`src/rtl/fpga_cfg_loader.sv`:
```
// fpga_cfg_loader: serialises a valid/ready bitstream MSB-first onto the CRAM scan chain
// Ports: clk, nrst (sync active-low); start/abort control; in_data/in_valid/in_ready word stream;
//        cfg_data/cfg_en/cfg_config_en registered chain drive; le_nrst fabric reset (released on done);
//        busy/done/error status. Optional CFG_LOADER_CRC_EN adds a CRC-16-CCITT trailer check.
module fpga_cfg_loader #(
    parameter int CHAIN_LEN  = 2304,
    parameter int DATA_WIDTH = 8,
    parameter int CNT_W      = $clog2(CHAIN_LEN + 1)
) (
    input  logic                  clk,
    input  logic                  nrst,
    input  logic                  start,
    input  logic                  abort,
    input  logic [DATA_WIDTH-1:0] in_data,
    input  logic                  in_valid,
    output logic                  in_ready,
    output logic                  cfg_data,
    output logic                  cfg_en,
    output logic                  cfg_config_en,
    output logic                  le_nrst,
    output logic                  busy,
    output logic                  done,
    output logic                  error
);
    localparam int NB_W = $clog2(DATA_WIDTH + 1);
    localparam logic [CNT_W-1:0] LEN  = CNT_W'(CHAIN_LEN);
    localparam logic [CNT_W-1:0] LAST = CNT_W'(CHAIN_LEN - 1);
`ifdef CFG_LOADER_CRC_EN
    localparam int CW = (16 + DATA_WIDTH - 1) / DATA_WIDTH;
    localparam int TW = CW * DATA_WIDTH;
    typedef enum logic [2:0] {IDLE, FETCH, SHIFT, DONE, ERROR, CRC_FETCH, CRC_CHECK} state_t;
    localparam state_t END_ST = CRC_FETCH;
    logic [15:0]   crc;
    logic [TW-1:0] trailer;
    logic [3:0]    ccnt;
    logic          error_r;
`else
    typedef enum logic [2:0] {IDLE, FETCH, SHIFT, DONE, ERROR} state_t;
    localparam state_t END_ST = DONE;
`endif
    state_t state, next_state;
    logic [DATA_WIDTH-1:0] shreg;
    logic [CNT_W-1:0]      count;
    logic [CNT_W-1:0]      remain;
    logic [NB_W-1:0]       nleft;
    logic [NB_W-1:0]       nbits;
    logic go, last_bit, shift_en;

    assign remain   = LEN - count;
    assign nbits    = (remain < CNT_W'(DATA_WIDTH)) ? NB_W'(remain) : NB_W'(DATA_WIDTH);
    assign go       = start && !abort && (state == IDLE || state == DONE || state == ERROR);
    assign last_bit = state == SHIFT && nleft == NB_W'(1);
    assign shift_en = state == SHIFT && !abort;
    assign le_nrst  = done;

    always_ff @(posedge clk) begin
        if (!nrst) state <= IDLE;
        else       state <= next_state;
    end

    always_comb begin
        next_state = state;
        if (busy && abort)                    next_state = IDLE;
        else if (go)                          next_state = FETCH;
        else if (state == FETCH && in_valid)  next_state = SHIFT;
        else if (last_bit)                    next_state = (count == LAST) ? END_ST : FETCH;
`ifdef CFG_LOADER_CRC_EN
        else if (state == CRC_FETCH && in_valid && ccnt == 4'(CW - 1)) next_state = CRC_CHECK;
        else if (state == CRC_CHECK)          next_state = (trailer[15:0] == crc) ? DONE : ERROR;
`endif
    end

    always_comb begin
`ifdef CFG_LOADER_CRC_EN
        in_ready = state == FETCH || state == CRC_FETCH;
        busy     = in_ready || state == SHIFT || state == CRC_CHECK;
`else
        in_ready = state == FETCH;
        busy     = in_ready || state == SHIFT;
`endif
    end

    // done waits one cycle after entering DONE so it never overlaps the final cfg_en pulse;
    // it drops on the same edge that a start leaves DONE.
    always_ff @(posedge clk) begin
        if (!nrst) begin
            shreg         <= '0;
            count         <= '0;
            nleft         <= '0;
            cfg_data      <= 1'b0;
            cfg_en        <= 1'b0;
            cfg_config_en <= 1'b0;
            done          <= 1'b0;
        end else begin
            cfg_en        <= shift_en;
            cfg_config_en <= shift_en;
            cfg_data      <= shift_en & shreg[DATA_WIDTH-1];
            done          <= state == DONE && next_state == DONE;
            if (go) count <= '0;
            if (state == FETCH && in_valid) begin
                shreg <= in_data;
                nleft <= nbits;
            end
            if (state == SHIFT) begin
                shreg <= shreg << 1;
                count <= count + 1'b1;
                nleft <= nleft - NB_W'(1);
            end
        end
    end

`ifdef CFG_LOADER_CRC_EN
    assign error = error_r;

    always_ff @(posedge clk) begin
        if (!nrst) begin
            crc     <= '0;
            trailer <= '0;
            ccnt    <= '0;
            error_r <= 1'b0;
        end else begin
            error_r <= state == ERROR && next_state == ERROR;
            if (go) begin
                crc  <= 16'hFFFF;
                ccnt <= '0;
            end
            if (state == SHIFT)
                crc <= {crc[14:0], 1'b0} ^ ((crc[15] ^ shreg[DATA_WIDTH-1]) ? 16'h1021 : 16'h0000);
            if (state == CRC_FETCH && in_valid) begin
                trailer <= TW'({trailer, in_data});
                ccnt    <= ccnt + 4'd1;
            end
        end
    end
`else
    assign error = 1'b0;
`endif
endmodule

```
`config.mk`:
```
export PLATFORM = sky130hd
export DESIGN_NAME = fpga_cfg_loader
export DESIGN_NICKNAME = d
export VERILOG_FILES = /design/src/rtl/fpga_cfg_loader.sv
export SDC_FILE = /design/constraint.sdc
export NUM_CORES = 1
export LEC_CHECK = 0
export BUFFER_PORTS_ARGS = -buffer_cell sky130_fd_sc_hd__buf_2
export CAP_MARGIN = 20
export CORE_ASPECT_RATIO = 1.4
export CORE_UTILIZATION = 57
export DETAILED_ROUTE_END_ITERATION = 8
export PLACE_DENSITY_LB_ADDON = 0.3
export SETUP_SLACK_MARGIN = 0.02
export SLEW_MARGIN = 20
export SYNTH_ARGS = -nofsm -noshare
export SYNTH_HDL_FRONTEND = slang
export SYNTH_SLANG_ARGS = --single-unit
export TNS_END_PERCENT = 100
```
`constraint.sdc`:
```
create_clock -name clk -period 2.52 [get_ports clk]
set_clock_uncertainty 0.15 [all_clocks]
set_input_delay 0.504 -clock clk [delete_from_list [all_inputs] [get_ports clk]]
set_output_delay 0.504 -clock clk [all_outputs]
set_load 0.005 [all_outputs]
```
==> summary.txt, run 1 <==
Yosys reg bits - 30
Max Slew Vio Count - 0
Yosys top cell area share - 0.3488
crit-path max FO - 8
Max Clk Rate - 447.5 MHz
cell area after synthesis - 1722 um^2
Slew headroom - 0.6652
layout cells sized above 1 - 0.1704
Syn-to-layout area delta - 10.39%
crit end category - output port
DP Cell Count - 252
WP data arrival - 1580 ps
initial antenna violation count - 0
IO Pins - 21
Finished Layout Cells - 260
most frequent cells in the layout - 32 x nand2_1, 30 x dfxtp_1, 19 x buf_2, 13 x nand3_1
CTS max path bufs - 2
DRT antenna net count - 0
Worst Setup Start Kind - register
Max-Cap Viols - 0
count of cell types in the netlist - 50
Pleak - 0.8053 nW
Clock Root Buffer - clkbuf_8
vias in the first global route - 1477
Post-Route Hold Slack - 280.3 ps
TritonCTS Sinks - 30
Critical-path top delay cell - or3b_1
die footprint - 3247 um^2
cell taking the most area after synthesis - dfxtp_1
Worst Tran Pin Value - 502.1 ps
Multi-input gate area - 1011 um^2
CTS clk-pin slew, worst paths - 60 ps
dominant cells by area after synthesis - dfxtp_1 35%, nand2_1 7.0%, a21boi_0 4.8%
most common cell after layout, fill and taps aside - nand2_1
Final nets - 239
core area - 2878 um^2
min Tclk post-route - 2235 ps
CP cell instances - or3b_1 -> nand2b_1 -> buf_2
pin count of the biggest net entering global routing - 33
DRT iter0 DRCs - 98
GR Util All Layers - 0.2776
CTS H-Tree Depth - 2
worst path bufs/invs - 1
Max VDD drop - 442.0 uV
DPL Wire Length - 2766 um
Tcrit/Tclk final - 0.8868
Final Hold Viols - 0
CTS tree - yes
sequential fraction of the synthesis area - 0.3488
Worst path max stage delay - 580 ps
DRC - 0
required time worst endpoint - 1870 ps
final wirelength - 4065 um
CTS Buf Count - 5
Die Width - 48.45 um
power per cell area - 521.6 nW/um^2
Syn Inst Count - 207
drt wl/cell - 15.63 um
CTS hold repair buffers - 0
CP delay by family, top - simple AND/OR/NAND/NOR gates
Post-synth ARST share - 0
Post-Syn Area per Cell - 8.317 um^2
Mapped Nets - 224
FF/Latch Area - 600.6 um^2
Port Buf Inserts - 19
RSZ-0062 raised after global routing - false
Setup-failing EPs final - 0
dominant synthesized flop cell - dfxtp_1
Tot Pwr - 0.9914 mW
Synthesis Warnings - 0
Post-synth EDFFs - 0
# rows - 23
gpl congestion - 0.9499
n_diodes - 0
Post-Route Setup TNS - 0 ps
outcome - completed
initial core utilization - 0.5983
global-route wire length before repair - 6817 um
die height - 67.03 um
post-CTS resize count - 0
Vias - 1556
Remaining Overflow, GRT - 0
Fill cells - 257
post-CTS setup buffers - 0
worst hold-check path type - input pin to register
Skew-Pair Late Insertion Delay - 280 ps
Via density - 5.985
Detailed Routing Iterations Pass 1 - 5
critical path class - register to output port
[synthesized netlist by cell type (2+ instances only)]
cell type  instances
a21boi_0          11
a21oi_1            4
a22oi_1            7
a31oi_1            3
and2_1             6
and3_1             3
buf_4              3
buf_6              2
clkbuf_1           8
dfxtp_1           30
ha_1               4
inv_1              7
mux2i_1            3
nand2_1           32
nand2b_1           3
nand3_1           13
nand3b_1           2
nor2_1            11
nor3_1             5
nor3b_1            2
nor4_1             3
nor4_4             3
o211a_1            3
o21a_1             4
o21ai_0            5
o31ai_1            4
xnor2_1            3
[power by group]
| group | total (mW) | switching [mW] | internal, mW |
|---|---|---|---|
| combinational | 0.0966 | 0.0561 | 0.0404 |
| sequential | 0.496 | 0.0105 | 0.485 |
| clock | 0.399 | 0.179 | 0.220 |
| total | 0.991 | 0.246 | 0.745 |
[final cells by class]
cell class | count | area share
multi-input cells | 155 | 0.5319
flip-flops and latches | 30 | 0.3160
repair buffers | 23 | 0.06583
clock buffers | 7 | 0.04542
well taps | 37 | 0.02436
inverters | 7 | 0.01382
clock inverters | 1 | 0.002633
[routing by layer]
metal	up-vias	track usage	part of all wire
met3	7	0.07078	0.048
met1	723	0.2841	0.38
met4	0	0.1434	0.023
met2	55	0.5194	0.54
met5	-	0	0
li1	771	-	-
[worst register-to-register path: stages, from the launching register on]
cell      delay, ps
dfxtp_1         400
nor4_4          390
nand2_1         140
nor4_1          330
o221ai_1        230
o31ai_1         340
[metrics by stage]
step,util,setup WS (ps),instance area (um^2)
global route,0.6604,213.9,1901
CTS,0.6604,297.4,1901
detailed placement,0.6287,471.7,1809
global placement,0.6287,505.5,1809
finish,0.6604,285.4,1901
floorplan,-,682.7,1722
[registers in the layout (all words and copies together) (netlist names)]
| signal | flops |
|---|---|
| cfg_data | 1 |
| nleft | 4 |
| count | 12 |
| cfg_config_en | 1 |
| done | 1 |
| state | 3 |
| shreg | 8 |
[final timing paths]
| check | slack [ps] | startpoint | cells past startpoint | to |
|---|---|---|---|---|
| max | 290 | state[1] | 3 | busy |
| min | 280 | abort | 2 | cfg_config_en |
| max reg2reg | 420 | count[2] | 5 | nleft[1] |
| min reg2reg | 310 | shreg[7] | 1 | cfg_data |
[kinds of logic after synthesis]
family | count (synthesis) | synth area share
and+or+nand+nor | 91 | 0.2951
AOI/OAI and AO/OA | 52 | 0.2217
DFF | 30 | 0.3488
buffers and inverters | 22 | 0.06395
adders and majority gates | 4 | 0.02907
muxes | 4 | 0.02398
xor gates and xnor gates | 3 | 0.01526
other | 1 | 0.002178
Note: power is estimated with default switching activity, not from simulation.
==> run 2, diff against run 1 <==
MAX_ROUTING_LAYER = met4   (was not set)
==> summary.txt, run 2 (synthesis gave the netlist of run 1 again) <==
outcome - completed
Tcrit/Tclk final - 0.8528
initial antenna violation count - 0
GR Util All Layers - 0.2691
Pleak - 0.8053 nW
die height - 67.03 um
RR Startpoint - count[0]
Max Clk Rate - 465.3 MHz
CP delay by family, top - simple AND/OR/NAND/NOR gates
RSZ-0062 raised after global routing - false
Largest Register - count
CTS tree - yes
critical path class - register to output port
R2R cell count - 5
Max VDD drop - 616.0 uV
# rows - 23
Final nets - 239
Post-Route Setup TNS - 0 ps
pin count of the biggest net entering global routing - 33
min Tclk post-route - 2149 ps
design area - 1901 um^2
crit-path max FO - 7
worst hold-check path type - input pin to register
Worst R2R End - nleft[1]
max reg flops - 12
Die Width - 48.45 um
Via density - 5.973
Vias - 1553
core area - 2878 um^2
Worst Min Path Start - abort
R2R setup slack - 440 ps
gpl congestion - 0.9737
initial core utilization - 0.5983
power per cell area - 524.1 nW/um^2
die footprint - 3247 um^2
drt wl/cell - 14.58 um
Post-Route Hold Slack - 268.5 ps
Fill cells - 237
final wirelength - 3792 um
Clock Root Buffer - clkbuf_8
DPL Wire Length - 2699 um
IO Pins - 21
Area after DPL - 1809 um^2
worst path bufs/invs - 1
Worst Setup Start Kind - register
Syn-to-layout area delta - 10.39%
WHS Endpoint - cfg_config_en
TritonCTS Sinks - 30
Port Buf Inserts - 19
pre-CTS setup slack - 484.8 ps
required time worst endpoint - 1870 ps
crit end category - output port
CTS hold repair buffers - 0
Detailed Routing Iterations Pass 1 - 5
WP data arrival - 1500 ps
hold depth - 2
Max Slew Vio Count - 0
DRC - 0
Worst path max stage delay - 520 ps
CTS Buf Count - 5
Max-Cap Viols - 0
Critical-path top delay cell - or3b_1
DRT iter0 DRCs - 34
global-route wire length before repair - 6437 um
CTS H-Tree Depth - 2
CTS clk-pin slew, worst paths - 70 ps
Remaining Overflow, GRT - 0
most frequent cells in the layout - 32 x nand2_1, 30 x dfxtp_1, 19 x buf_2, 13 x nand3_1
Skew-Pair Late Insertion Delay - 280 ps
vias in the first global route - 1521
Final Hold Viols - 0
largest registers - count: 12 flops, shreg: 8 flops, nleft: 4 flops
post-CTS setup buffers - 0
layout cells sized above 1 - 0.1704
setup ws final - 370.9 ps
most common cell after layout, fill and taps aside - nand2_1
CTS max path bufs - 2
DRT antenna net count - 0
Setup-failing EPs final - 0
post-CTS resize count - 0
CP cell instances - or3b_1 -> nand2b_1 -> buf_2
n_diodes - 0
## run 2: where the power goes
part           total, mW  switching, mW  internal (mW)  leakage (nW)
Clock              0.405          0.185          0.220        0.0482
Sequential         0.494        0.00946          0.485         0.242
Combinational     0.0964         0.0559         0.0405         0.515
Total              0.996          0.251          0.746         0.805
## run 2: worst reg2reg max path, stage by stage (launching register included)
cell and delay, ps:
dfxtp_1 350, or2_2 350, or4_1 420, nand3_1 110
a41oi_1 240, o31ai_1 360
## run 2: metrics by stage
stage,power (mW),instances,utilization
CTS,1.003,260,0.6604
floorplan,0.5687,207,-
detailed placement,0.6006,252,0.6287
global placement,0.5976,252,0.6287
global route,1.030,260,0.6604
finish,0.9961,260,0.6604
## run 2: how the worst max path moves through the flow
stage | startpoint | to | slack, ps | cells after the start
floorplan | count[0] | nleft[3] | 680 | 5
CTS | state[1] | busy | 370 | 3
global placement | state[1] | count[9] | 540 | 5
detailed placement | count[0] | nleft[1] | 480 | 5
global route | state[1] | busy | 300 | 3
finish | state[1] | busy | 370 | 3
## run 2: per-layer routing
metal  routed length (um)  up-vias  GRT usage
li1                     -      770          -
met1                 1533      733     0.2510
met2                 2036       40     0.4930
met3                  122       10    0.05251
met4                   99        0     0.1985
met5                    0        -          -
## run 2: cell type report
cell class                      instances  area, um^2  share of cell area
Timing Repair Buffer                   23       125.1             0.06583
Sequential cell                        30       600.6              0.3160
Tap cell                               37       46.29             0.02436
Clock buffer                            7       86.33             0.04542
Multi-Input combinational cell        155        1011              0.5319
Inverter                                7       26.28             0.01382
Clock inverter                          1       5.005            0.002633
==> run 3, diff against run 2 <==
ABC_AREA = 1   (was not set)
==> summary.txt, run 3 <==
outcome - completed
dominant synthesized flop cell - dfxtp_1
Max VDD drop - 602.4 uV
Via density - 5.276
largest registers - count: 12 flops, shreg: 8 flops, nleft: 4 flops
design area - 1968 um^2
CP Launch Point - state[2]
Post-synth ARST share - 0
Multi-input gate area - 988.4 um^2
die footprint - 3332 um^2
TritonCTS Sinks - 30
Detailed Routing Iterations Pass 1 - 5
most frequent cell after synthesis - nand2_1
R2R cell count - 11
CTS Buf Count - 5
commonest cells in the netlist - 80 x nand2_1, 34 x nor2_1, 30 x dfxtp_1
Post-Route Setup TNS - 0 ps
max reg flops - 12
Final Hold Viols - 0
Worst R2R End - nleft[1]
Skew-Pair Late Insertion Delay - 280 ps
Syn-to-layout area delta - 11.32%
dominant cells by area after synthesis - dfxtp_1 34%, nand2_1 17%, nor2_1 7.2%
Critical-path top delay cell - nor3_2
CTS tree - yes
die height - 67.90 um
Pleak - 0.8495 nW
Post-Syn Area per Cell - 6.337 um^2
initial core utilization - 0.6083
vias in the first global route - 1580
pin count of the biggest net entering global routing - 18
critical path class - register to output port
# rows - 23
RR Startpoint - count[0]
FF/Latch Area - 600.6 um^2
power share of the combinational group - 0.115
Final nets - 316
DRT antenna net count - 0
crit-path max FO - 8
cell area after synthesis - 1768 um^2
Post-Route Hold Slack - 285.2 ps
Max-Cap Viols - 0
clock network fraction of total power - 0.392
Area after DPL - 1877 um^2
CTS hold repair buffers - 0
internal power - 0.7485 mW
post-CTS resize count - 0
Clock Root Buffer - clkbuf_8
most frequent cells in the layout - 80 x nand2_1, 34 x nor2_1, 30 x dfxtp_1, 29 x inv_1, 24 x nand3_1
CTS max path bufs - 2
gpl congestion - 0.9140
post-CTS setup buffers - 0
Sequential Power Share - 0.493
worst hold-check path type - input pin to register
Yosys top cell area share - 0.3397
Vias - 1778
RSZ-0062 raised after global routing - false
CTS H-Tree Depth - 2
cell taking the most area after synthesis - dfxtp_1
drt wl/cell - 11.72 um
Setup-failing EPs final - 0
count of cell types in the netlist - 30
min Tclk post-route - 2148 ps
Mapped Nets - 296
required time worst endpoint - 1870 ps
IO Pins - 21
power per cell area - 510.9 nW/um^2
Worst Setup EP - busy
Tcrit/Tclk final - 0.8525
R2R setup slack - 560 ps
most common cell after layout, fill and taps aside - nand2_1
Max Clk Rate - 465.5 MHz
Remaining Overflow, GRT - 0
global-route wire length before repair - 6651 um
Fill cells - 272
Worst Setup Start Kind - register
DRT iter0 DRCs - 79
GR Util All Layers - 0.2706
crit end category - output port
CP cell instances - nor3_2 -> inv_1 -> nand2_1 -> buf_2
Largest Register - count
DRC - 0
Port Buf Inserts - 19
DPL Wire Length - 2988 um
final wirelength - 3949 um
CTS clk-pin slew, worst paths - 70 ps
Worst path max stage delay - 390 ps
Synthesis Warnings - 0
Syn Inst Count - 279
n_diodes - 0
switching pwr - 0.2570 mW
Worst Min Path Start - abort
initial antenna violation count - 0
layout cells sized above 1 - 0.1533
switch share - 0.2556
sequential fraction of the synthesis area - 0.3397
Die Width - 49.07 um
Yosys reg bits - 30
Post-synth EDFFs - 0
WP data arrival - 1490 ps
core area - 2907 um^2
Max Slew Vio Count - 0
run 3: cell types whose count changed after synthesis, moves of 9 or more:
cell,previous run,this run
a21boi_0,11,0
a21oi_1,4,18
nor2_1,11,34
inv_1,7,29
nand3_1,13,24
nand2_1,32,80
nor2_2,0,9
run 3: critical path: cells and delay by family, from the launching register on:
family	cells	cell delay [ps]
buf+inv	2	350
flops	1	350
simple gates	2	520
run 3: cell families after synthesis:
group	after synthesis	share of synthesized area
adder cells (fa/ha/maj)	4	0.02831
other	1	0.002121
XOR/XNOR	1	0.004955
buffers and inverters	42	0.1012
AO/OA/AOI/OAI	40	0.1246
AND/OR/NAND/NOR	161	0.3992
flip-flops	30	0.3397
run 3: cell type report:
| cell class | instances | share of cell area |
|---|---|---|
| sequential | 30 | 0.3051 |
| tap | 37 | 0.02352 |
| inverter | 33 | 0.06294 |
| clock buffer | 7 | 0.04387 |
| multi-input combinational | 207 | 0.5022 |
| timing repair buffer | 22 | 0.05976 |
| clock inverter | 1 | 0.002543 |
run 3: layer usage:
layer	share of wire	track usage
met4	0.016	0.1213
met1	0.45	0.2945
met2	0.51	0.4829
met5	0	-
met3	0.023	0.04667
run 3: how the worst min path moves through the flow:
stage / cells past startpoint / endpoint
final: 2 / cfg_config_en
after global routing: 2 / cfg_config_en
after CTS: 2 / cfg_config_en
after detailed placement: 2 / shreg[2]
after global placement: 2 / shreg[4]
after floorplan: 2 / shreg[7]
run 3: per-stage QoR:
stage	total power [mW]	setup WS, ps	instances	util
global route	1.049	217.8	337	0.6771
floorplan	0.5847	830.4	279	-
CTS	1.012	381.1	337	0.6771
finish	1.006	371.7	337	0.6771
global placement	0.6187	585.7	329	0.6457
detailed placement	0.6206	571.0	329	0.6457
run 3: power groups by stage:
stage / logic [mW] / clock network (mW) / registers [mW]
after CTS: 0.116 / 0.401 / 0.495
final: 0.116 / 0.394 / 0.495
after floorplan: 0.0809 / 0 / 0.504
after detailed placement: 0.115 / 0 / 0.506
after global routing: 0.131 / 0.421 / 0.497
after global placement: 0.113 / 0 / 0.506
